$ cat src/rtl/decode_unit.sv
// RV32I decode stage: field split, immediates, control, regfile read with writeback bypass.
// Latency: 1 cycle into the ex_* pipeline register; stall_req is combinational.
// Backpressure: stall_req raises on load-use so fetch holds; stage_ena=0 freezes ex_*.
module decode_unit (
    input  logic        stage_clk,
    input  logic        reset,
    input  logic        stage_ena,
    input  logic        flush,
    input  logic [31:0] instr,
    input  logic [31:0] pc,
    input  logic [31:0] pc_next,
    input  logic        wb_we,
    input  logic [4:0]  wb_rd,
    input  logic [31:0] wb_data,
    output logic        stall_req,
    output logic        ex_valid,
    output logic [31:0] ex_pc,
    output logic [31:0] ex_pc_next,
    output logic [31:0] ex_rs1_data,
    output logic [31:0] ex_rs2_data,
    output logic [31:0] ex_imm,
    output logic [4:0]  ex_rd,
    output logic [2:0]  ex_funct3,
    output logic        ex_funct7b5,
    output logic [6:0]  ex_opcode,
    output logic        ex_reg_we,
    output logic        ex_mem_re,
    output logic        ex_mem_we,
    output logic        ex_branch,
    output logic        ex_jump,
    output logic        ex_alu_src_imm,
    output logic        ex_illegal
);

    localparam logic [6:0] OP_R      = 7'b0110011;
    localparam logic [6:0] OP_IMM    = 7'b0010011;
    localparam logic [6:0] OP_LOAD   = 7'b0000011;
    localparam logic [6:0] OP_STORE  = 7'b0100011;
    localparam logic [6:0] OP_BRANCH = 7'b1100011;
    localparam logic [6:0] OP_JAL    = 7'b1101111;
    localparam logic [6:0] OP_JALR   = 7'b1100111;
    localparam logic [6:0] OP_LUI    = 7'b0110111;
    localparam logic [6:0] OP_AUIPC  = 7'b0010111;

    typedef struct packed {
        logic        valid;
        logic [31:0] pc;
        logic [31:0] pc_next;
        logic [31:0] rs1_data;
        logic [31:0] rs2_data;
        logic [31:0] imm;
        logic [4:0]  rd;
        logic [2:0]  funct3;
        logic        funct7b5;
        logic [6:0]  opcode;
        logic        reg_we;
        logic        mem_re;
        logic        mem_we;
        logic        branch;
        logic        jump;
        logic        alu_src_imm;
        logic        illegal;
    } dx_t;

    logic [6:0]  opcode;
    logic [4:0]  rd, rs1, rs2;
    logic [31:0] imm_i, imm_s, imm_b, imm_u, imm_j;
    logic [31:0] rs1_data, rs2_data;
    logic [31:0] rf [32];
    logic        uses_rs1, uses_rs2;
    dx_t         dx_d, dx_q;

    assign opcode = instr[6:0];
    assign rd     = instr[11:7];
    assign rs1    = instr[19:15];
    assign rs2    = instr[24:20];

    assign imm_i = {{20{instr[31]}}, instr[31:20]};
    assign imm_s = {{20{instr[31]}}, instr[31:25], instr[11:7]};
    assign imm_b = {{19{instr[31]}}, instr[31], instr[7], instr[30:25], instr[11:8], 1'b0};
    assign imm_u = {instr[31:12], 12'b0};
    assign imm_j = {{11{instr[31]}}, instr[31], instr[19:12], instr[20], instr[30:21], 1'b0};

    // Writeback in the same cycle wins over the array so the consumer needs no extra stall.
    assign rs1_data = (rs1 == 5'd0) ? 32'd0 :
                      (wb_we && wb_rd == rs1) ? wb_data : rf[rs1];
    assign rs2_data = (rs2 == 5'd0) ? 32'd0 :
                      (wb_we && wb_rd == rs2) ? wb_data : rf[rs2];

    always_comb begin
        dx_d          = '0;
        uses_rs1      = 1'b1;
        uses_rs2      = 1'b0;
        dx_d.valid    = 1'b1;
        dx_d.pc       = pc;
        dx_d.pc_next  = pc_next;
        dx_d.rs1_data = rs1_data;
        dx_d.rs2_data = rs2_data;
        dx_d.rd       = rd;
        dx_d.funct3   = instr[14:12];
        dx_d.funct7b5 = instr[30];
        dx_d.opcode   = opcode;
        case (opcode)
            OP_R: begin
                dx_d.reg_we = 1'b1;
                uses_rs2    = 1'b1;
            end
            OP_IMM: begin
                dx_d.reg_we      = 1'b1;
                dx_d.alu_src_imm = 1'b1;
                dx_d.imm         = imm_i;
            end
            OP_LOAD: begin
                dx_d.reg_we      = 1'b1;
                dx_d.mem_re      = 1'b1;
                dx_d.alu_src_imm = 1'b1;
                dx_d.imm         = imm_i;
            end
            OP_STORE: begin
                dx_d.mem_we      = 1'b1;
                dx_d.alu_src_imm = 1'b1;
                dx_d.imm         = imm_s;
                uses_rs2         = 1'b1;
            end
            OP_BRANCH: begin
                dx_d.branch = 1'b1;
                dx_d.imm    = imm_b;
                uses_rs2    = 1'b1;
            end
            OP_JAL: begin
                dx_d.reg_we = 1'b1;
                dx_d.jump   = 1'b1;
                dx_d.imm    = imm_j;
                uses_rs1    = 1'b0;
            end
            OP_JALR: begin
                dx_d.reg_we      = 1'b1;
                dx_d.jump        = 1'b1;
                dx_d.alu_src_imm = 1'b1;
                dx_d.imm         = imm_i;
            end
            OP_LUI, OP_AUIPC: begin
                dx_d.reg_we      = 1'b1;
                dx_d.alu_src_imm = 1'b1;
                dx_d.imm         = imm_u;
                uses_rs1         = 1'b0;
            end
            default: dx_d.illegal = 1'b1;
        endcase
        if (rd == 5'd0) dx_d.reg_we = 1'b0;
        // All-zero word is the fetch reset value, not an illegal instruction.
        if (instr == 32'd0) dx_d = '0;
    end

    assign stall_req = dx_q.valid && dx_q.mem_re && (dx_q.rd != 5'd0) &&
                       ((uses_rs1 && rs1 == dx_q.rd) || (uses_rs2 && rs2 == dx_q.rd));

    always_ff @(posedge stage_clk or negedge reset) begin
        if (!reset) begin
            for (int i = 0; i < 32; i++) rf[i] <= '0;
        end else if (wb_we && wb_rd != 5'd0) begin
            rf[wb_rd] <= wb_data;
        end
    end

    always_ff @(posedge stage_clk or negedge reset) begin
        if (!reset) begin
            dx_q <= '0;
        end else if (flush) begin
            dx_q <= '0;
        end else if (stage_ena) begin
            dx_q <= stall_req ? '0 : dx_d;
        end
    end

    assign ex_valid       = dx_q.valid;
    assign ex_pc          = dx_q.pc;
    assign ex_pc_next     = dx_q.pc_next;
    assign ex_rs1_data    = dx_q.rs1_data;
    assign ex_rs2_data    = dx_q.rs2_data;
    assign ex_imm         = dx_q.imm;
    assign ex_rd          = dx_q.rd;
    assign ex_funct3      = dx_q.funct3;
    assign ex_funct7b5    = dx_q.funct7b5;
    assign ex_opcode      = dx_q.opcode;
    assign ex_reg_we      = dx_q.reg_we;
    assign ex_mem_re      = dx_q.mem_re;
    assign ex_mem_we      = dx_q.mem_we;
    assign ex_branch      = dx_q.branch;
    assign ex_jump        = dx_q.jump;
    assign ex_alu_src_imm = dx_q.alu_src_imm;
    assign ex_illegal     = dx_q.illegal;

endmodule

$ cat config.mk
export PLATFORM = sky130hd
export DESIGN_NAME = decode_unit
export DESIGN_NICKNAME = d
export VERILOG_FILES = /design/src/rtl/decode_unit.sv
export SDC_FILE = /design/constraint.sdc
export NUM_CORES = 2
export LEC_CHECK = 0
export CORE_UTILIZATION = 60
export DETAILED_ROUTE_END_ITERATION = 6
export DONT_BUFFER_PORTS = 1
export MAX_ROUTING_LAYER = met4
export PLACE_DENSITY = 0.86
export SYNTH_ARGS = -nofsm -noshare
export SYNTH_HDL_FRONTEND = slang
export SYNTH_SLANG_ARGS = --single-unit
$ cat constraint.sdc
create_clock -name stage_clk -period 6.1 [get_ports stage_clk]
set_clock_uncertainty 0.1 [all_clocks]
set_input_delay 0.61 -clock stage_clk [delete_from_list [all_inputs] [get_ports stage_clk]]
set_output_delay 0.61 -clock stage_clk [all_outputs]
set_load 0.05 [all_outputs]
# Word level (Yosys, flattened, before mapping)

Cells that the tools add are included.

$lt $le $gt $ge: 4
Multiplexer cells: 28
Bitwise gates (word level): 3
Reductions and logical operators: 25
Eq/ne operators: 13

Operator list:

| cell                                                                 | number |
|---|---|
| 1024-bit bitwise mux                                                 | 1 |
| 184-bit two-way mux                                                  | 4 |
| 32-bit binary-select mux with 5-bit select                           | 2 |
| 32-bit two-way mux                                                   | 9 |
| 32-bit demux with 5-bit select                                       | 1 |
| 32-bit case mux with 5 select lines                                  | 1 |
| 32-bit zero test                                                     | 1 |
| 7-bit by 6-bit == test with 1-bit output, second input constant      | 3 |
| 7-bit == test, second input constant                                 | 3 |
| 5-bit == test                                                        | 4 |
| 6-bit greater-or-equal comparator, second input constant             | 3 |
| 5-bit NOT with 6-bit output                                          | 3 |
| 5-bit zero test                                                      | 3 |
| 7-bit by 5-bit == test with 1-bit output, second input constant      | 2 |
| 1-bit two-way mux                                                    | 10 |
| 5-bit nonzero test                                                   | 2 |
| 1-bit logical AND                                                    | 9 |
| 3-bit OR reduction                                                   | 3 |
| 9-bit OR reduction                                                   | 1 |
| 7-bit by 2-bit == test with 1-bit output, second input constant      | 1 |
| 7-bit OR reduction                                                   | 1 |
| 6-bit by 1-bit < comparator with 1-bit output, second input constant | 1 |
| 6-bit OR reduction                                                   | 1 |
| 2-bit OR reduction                                                   | 2 |
| 2 further kinds                                                      | 2 |

Output and inout bits: 185
Bits of input ports: 138
Register bits: 1208
Logic and storage cells: 122

# Logic depth before layout (Yosys ltp)

Depth in word-level cells: 10
Gate-level depth with buffers: 11
Depth with buffers taken out: 6

# Least setup slack after synthesis

OpenSTA, ideal clock, no wires.

Path kind: in2out
Start: input instr[22]
End: output stall_req
Required time: 5.390 ns
Arrival time: 2.709 ns
Cell stages on the path: 5
Path slack: 2.681 ns
Cell sequence: clkbuf_1 xnor2_1 nand3_1 or4_1 o21ai_0

Longest elaborated chain between the ends: 4

Ends and longest elaborated chain:

| what              | line | source |
|---|---|---|
| from (decl)       | 9    | `input logic [31:0] instr,` |
| 5-bit == test     | 156  | `((uses_rs1 && rs1 == dx_q.rd) \|\| (uses_rs2 && rs2 == dx_q.rd));` |
| 1-bit logical AND | 156  |  |
| 1-bit logical OR  | 156  |  |
| 1-bit logical AND | 155  | `assign stall_req = dx_q.valid && dx_q.mem_re && (dx_q.rd != 5'd0) &&` |
| to (decl)         | 15   | `output logic stall_req,` |

Every way passes these cells.

# Worst setup path after layout

Start: register dx_q, in the netlist ex_rd[1]
End: register dx_q, in the netlist ex_imm[8]

Longest elaborated chain between the ends: 7
Elaborated cells between the ends (all ways): 11
Those cells by class: eq/ne (2); mux (3); reduce/logical (6)

Ends and longest elaborated chain:

| what                    | line | source |
|---|---|---|
| from (decl)             | 71   | `dx_t dx_d, dx_q;` |
| from (signal assigned)  | 172  | `dx_q <= stall_req ? '0 : dx_d;` |
| 5-bit == test           | 156  |  |
| 1-bit logical AND       | 156  |  |
| 1-bit logical OR        | 156  |  |
| 1-bit logical AND (*)   | 155  |  |
| 184-bit two-way mux (*) | 172  |  |
| 184-bit two-way mux (*) | 171  | `end else if (stage_ena) begin` |
| 184-bit two-way mux (*) | 169  | `end else if (flush) begin` |

Mark *: on every way between the ends. The rest lies on a longest branch, timed or not. The select of a mux whose other input is x is not followed.
A chain may end at the register's enable or synchronous reset.

==> Flow_metrics.wiki <==
{| class="wikitable"
! Metric !! Value
|-
| Antenna violations before repair || 7
|-
| Source-to-sink clock delay at the later pin of the worst-skew pair || 0.75 ns
|-
| CP Cell Sequence || or4_1, o211ai_1, or4_1, o2111ai_2, nor2_4, buf_4, a32o_1
|-
| Main combinational cell family by area after synthesis || multiplexers
|-
| Static Leak || 29.28 nW
|-
| Total detailed-routing wirelength || 188600 um
|-
| Final setup TNS || 0 ns
|-
| DRC violation count after routing || 0
|-
| Cell type with the highest aggregate area in the netlist || dfrtp_1
|-
| Family with the most delay on the worst path || simple AND/OR/NAND/NOR gates
|-
| Final GP Congestion || 0.9224
|-
| Status || complete, but fails checks
|-
| Synth Net Count || ~4.3k
|-
| Nets@finish || 4138
|-
| Library cell used as clock root buffer || clkbuf_16
|-
| Fraction of power consumed by sequential logic || 0.483
|-
| Clk network pwr share || 0.343
|-
| Share of the synthesized netlist area taken by xor and xnor gates || 0.002849
|-
| Violated checks || max-slew violations
|-
| Min-Delay Path Class || in2reg
|-
| Worst path slowest cell || nor2_4
|-
| Avg Inst Size Synth || 14.79 um2
|-
| Number of setup buffers added after CTS || 0
|-
| Final HPWL from detailed placement || approximately 96000 um
|-
| Quantity of I/O buffers inserted on ports || 0
|-
| Crit path launch type || flop
|-
| Synth Area in Adders || 0
|-
| Crit path buf inv count || 1
|-
| Max FO, Critical Path || 45
|-
| H-Tree Depth || 3
|-
| Number of top-level pins || between 300 and 400
|-
| Primary flip-flop cell chosen by synthesis mapping || dfrtp_1
|-
| Maximum vdd drop || 0.0002469 V
|-
| Crit path required time || 6.67 ns
|-
| Total power per unit cell area || 329.7 nW/um2
|-
| Switching share of power || 0.2711
|-
| Proportion of netlist area held by the largest area contributor || 0.4917
|-
| Worst-case headroom to the max-slew limit || -0.8182
|-
| Internal power summed over all cells || approximately 16 mW
|-
| Arrival time at the worst endpoint || 4.59 ns
|-
| Maximum buffer depth of the clock tree || 3
|-
| Post-synthesis instance area || slightly above 60000 um2
|-
| DR vias || 41.27k
|-
| Routed via count divided by cell count || 7.536
|-
| Chip Width || 322.1 um
|-
| Count of standard-cell rows || 117
|-
| Worst-Margin Slew || between 2 and 3 ns
|-
| Clock-pin slew of the registers on the worst-case setup and hold paths || 0.07 ns
|-
| Multiplexer fraction of the synthesized cell area || 0.3966
|-
| Number of antenna-violating nets in the routed design || 0
|-
| Global-route usage over all layers || 0.3803
|-
| DRC marker count from the first detailed-route iteration || 5804
|-
| Kind of end point of the critical path || flop
|-
| Number of slew-limit violations in the final report || 262
|-
| Path type of the worst setup path || reg2reg
|-
| TritonCTS clock tree || built
|-
| Cell repeated most along the worst path || or4_1
|-
| Net switching power || 6.024 mW
|-
| Max-cap violations || 0
|-
| Die Footprint || 103700 um2
|-
| Crit path largest cell delay || 0.87 ns
|-
| Highest Clock Rate || about 250 MHz
|-
| Top library cells by usage in the layout, fill and taps aside || dfrtp_1, mux2_2, mux4_2, mux2i_1, a22oi_1
|-
| Overflow left after global routing || 0
|-
| Clock buffer count from CTS || 118
|-
| Number of failing setup endpoints in the final timing report || 0
|-
| Layout area overhead || 9.647%
|-
| Hold Vio Cnt, Final || 0
|-
| Number of global-route vias before repair || 41.93k
|-
| Cells after Synth || ~4.2k
|-
| Combinational fraction of design power || 0.174
|-
| Area fraction in compound gates after synthesis || 0.05159
|-
| Die outline height || 322.1 um
|-
| Starting Density || 0.6043
|-
| Number of warning messages in the yosys log || 0
|-
| Area share of and/or/nand/nor cells after synthesis || 0.02587
|-
| Core Region || 101700 um2
|-
| Setup repair after global routing missed its margin || false
|-
| Proportion of synthesized chip area in sequential cells || 0.4917
|-
| Routed wire per std cell || 34.44 um
|-
| Number of synthesized flops with an enable pin || 0
|-
| Worst-case register-to-register setup slack || 2.08 ns
|-
| Count of cell types in the netlist || 60
|-
| Pin count of the biggest net entering global routing || 359
|-
| Minimum clock period after layout || between 4 and 5 ns
|-
| Most common library cell in the layout ignoring fill and taps || dfrtp_1
|-
| Number of clock sinks || about 1.2k
|-
| Fin util || 0.6625
|-
| Tcrit/Tclk final || 0.6591
|-
| Cells taking the most area after synthesis || dfrtp_1, mux2_2, mux4_2
|-
| First-pass GRT wire length || 280900 um
|-
| Total of flip-flops plus latches after synthesis || approximately 1.2k
|-
| Ys async rst share || 1.000
|-
| Layout cells sized above 1 || 0.4366
|-
| Iteration count of the initial detailed-routing pass || 6
|}
path summary, 6_finish.rpt:
kind,from,endpoint,cells after the start
worst max-delay path,ex_rd[1]$_DFFE_PN0P_,ex_imm[8]$_DFFE_PN0P_,7
worst min-delay path,instr[12],ex_imm[12]$_DFFE_PN0P_,2
worst max register to register,ex_rd[1]$_DFFE_PN0P_,ex_imm[8]$_DFFE_PN0P_,7
worst min register to register,rf[1003]$_DFFE_PN0P_,rf[1003]$_DFFE_PN0P_,0
max in group asynchronous,reset,ex_pc_next[0]$_DFFE_PN0P_,4
min in group asynchronous,reset,ex_rs1_data[16]$_DFFE_PN0P_,2
state kept, by name, summed over array words and instances, names as in the netlist:
| signal | count |
|---|---|
| ex_mem_we | 1 |
| rf | 1024 |
| ex_pc | 32 |
| ex_rd | 5 |
| ex_valid | 1 |
| ex_funct3 | 3 |
| ex_imm | 32 |
| ex_rs1_data | 32 |
| ex_opcode | 7 |
| ex_jump | 1 |
| ex_branch | 1 |
| ex_illegal | 1 |
| ex_reg_we | 1 |
| ex_rs2_data | 32 |
| ex_funct7b5 | 1 |
| ex_pc_next | 32 |
| ex_alu_src_imm | 1 |
| ex_mem_re | 1 |
area by class of cell:
class                      instances  area [um2]
tap                             1368        1712
clock inverter                    44       610.6
inverter                           4       15.01
sequential                      1208       30230
timing repair buffer             183        1819
antenna                           10       25.02
multi-input combinational       2485       29570
clock buffer                     174        3423
fill                            6511       34330
per-layer routing:
layer / vias up / track usage / part of all wire
met5: - / - / 0
met4: 0 / 0.2022 / 0.062
met3: 758 / 0.1119 / 0.13
met2: 3115 / 0.5479 / 0.46
met1: 21680 / 0.4893 / 0.35
li1: 15710 / - / -
synthesized netlist by cell type, drive strengths merged (6+ instances only):
master / count
a21oi: 25
a221o: 31
a221oi: 6
a22o: 84
a22oi: 152
a32o: 8
and2: 32
buf: 133
clkbuf: 328
dfrtp: 1208
mux2: 1011
mux2i: 223
mux4: 478
nand2: 106
nand3: 76
nand4: 18
nor2: 36
nor3: 8
nor4: 6
o21ai: 90
o22ai: 13
o31ai: 6
xnor2: 10
xor2: 10
cell families (layout without fill, tap and decap cells):
kind of cell / count (synthesis) / in the layout
XOR/XNOR: 20 / 20
multiplexers: 1712 / 1712
flip-flops: 1208 / 1208
other: 0 / 10
AO/OA/AOI/OAI: 432 / 432
buffers and inverters: 465 / 405
AND/OR/NAND/NOR: 321 / 321
metrics by stage:
stage | cells | hold slack, ns | power [mW] | instance area [um2] | setup slack [ns]
3_5_place_dp | 5121 | 0.2194 | 14.38 | 62050 | 2.208
5_1_grt | 5476 | 0.01175 | 22.91 | 67410 | 1.927
4_1_cts | 5464 | 0.0003858 | 22.09 | 67350 | 2.164
3_3_place_gp | 5121 | 0.2195 | 14.10 | 62050 | 2.260
2_1_floorplan | 4158 | 0.2144 | 13.55 | 61480 | 2.681
6_report | 5476 | 0.01958 | 22.22 | 67410 | 2.080
power by group through the flow:
stage | combinational [mW] | sequential [mW] | clock, mW
floorplan | 3.15 | 10.4 | 0
global placement | 3.45 | 10.7 | 0
detailed placement | 3.59 | 10.8 | 0
CTS | 3.80 | 10.7 | 7.63
global route | 4.07 | 10.9 | 7.97
finish | 3.86 | 10.7 | 7.63
repair_timing:
item                                    in CTS  in global routing
endpoints found under the setup margin       0                  0
hold buffers                               125                  1
resized for setup                            0                  0
hold endpoints to repair                  1139                150
No activity file was read; power rests on OpenSTA's default activity.
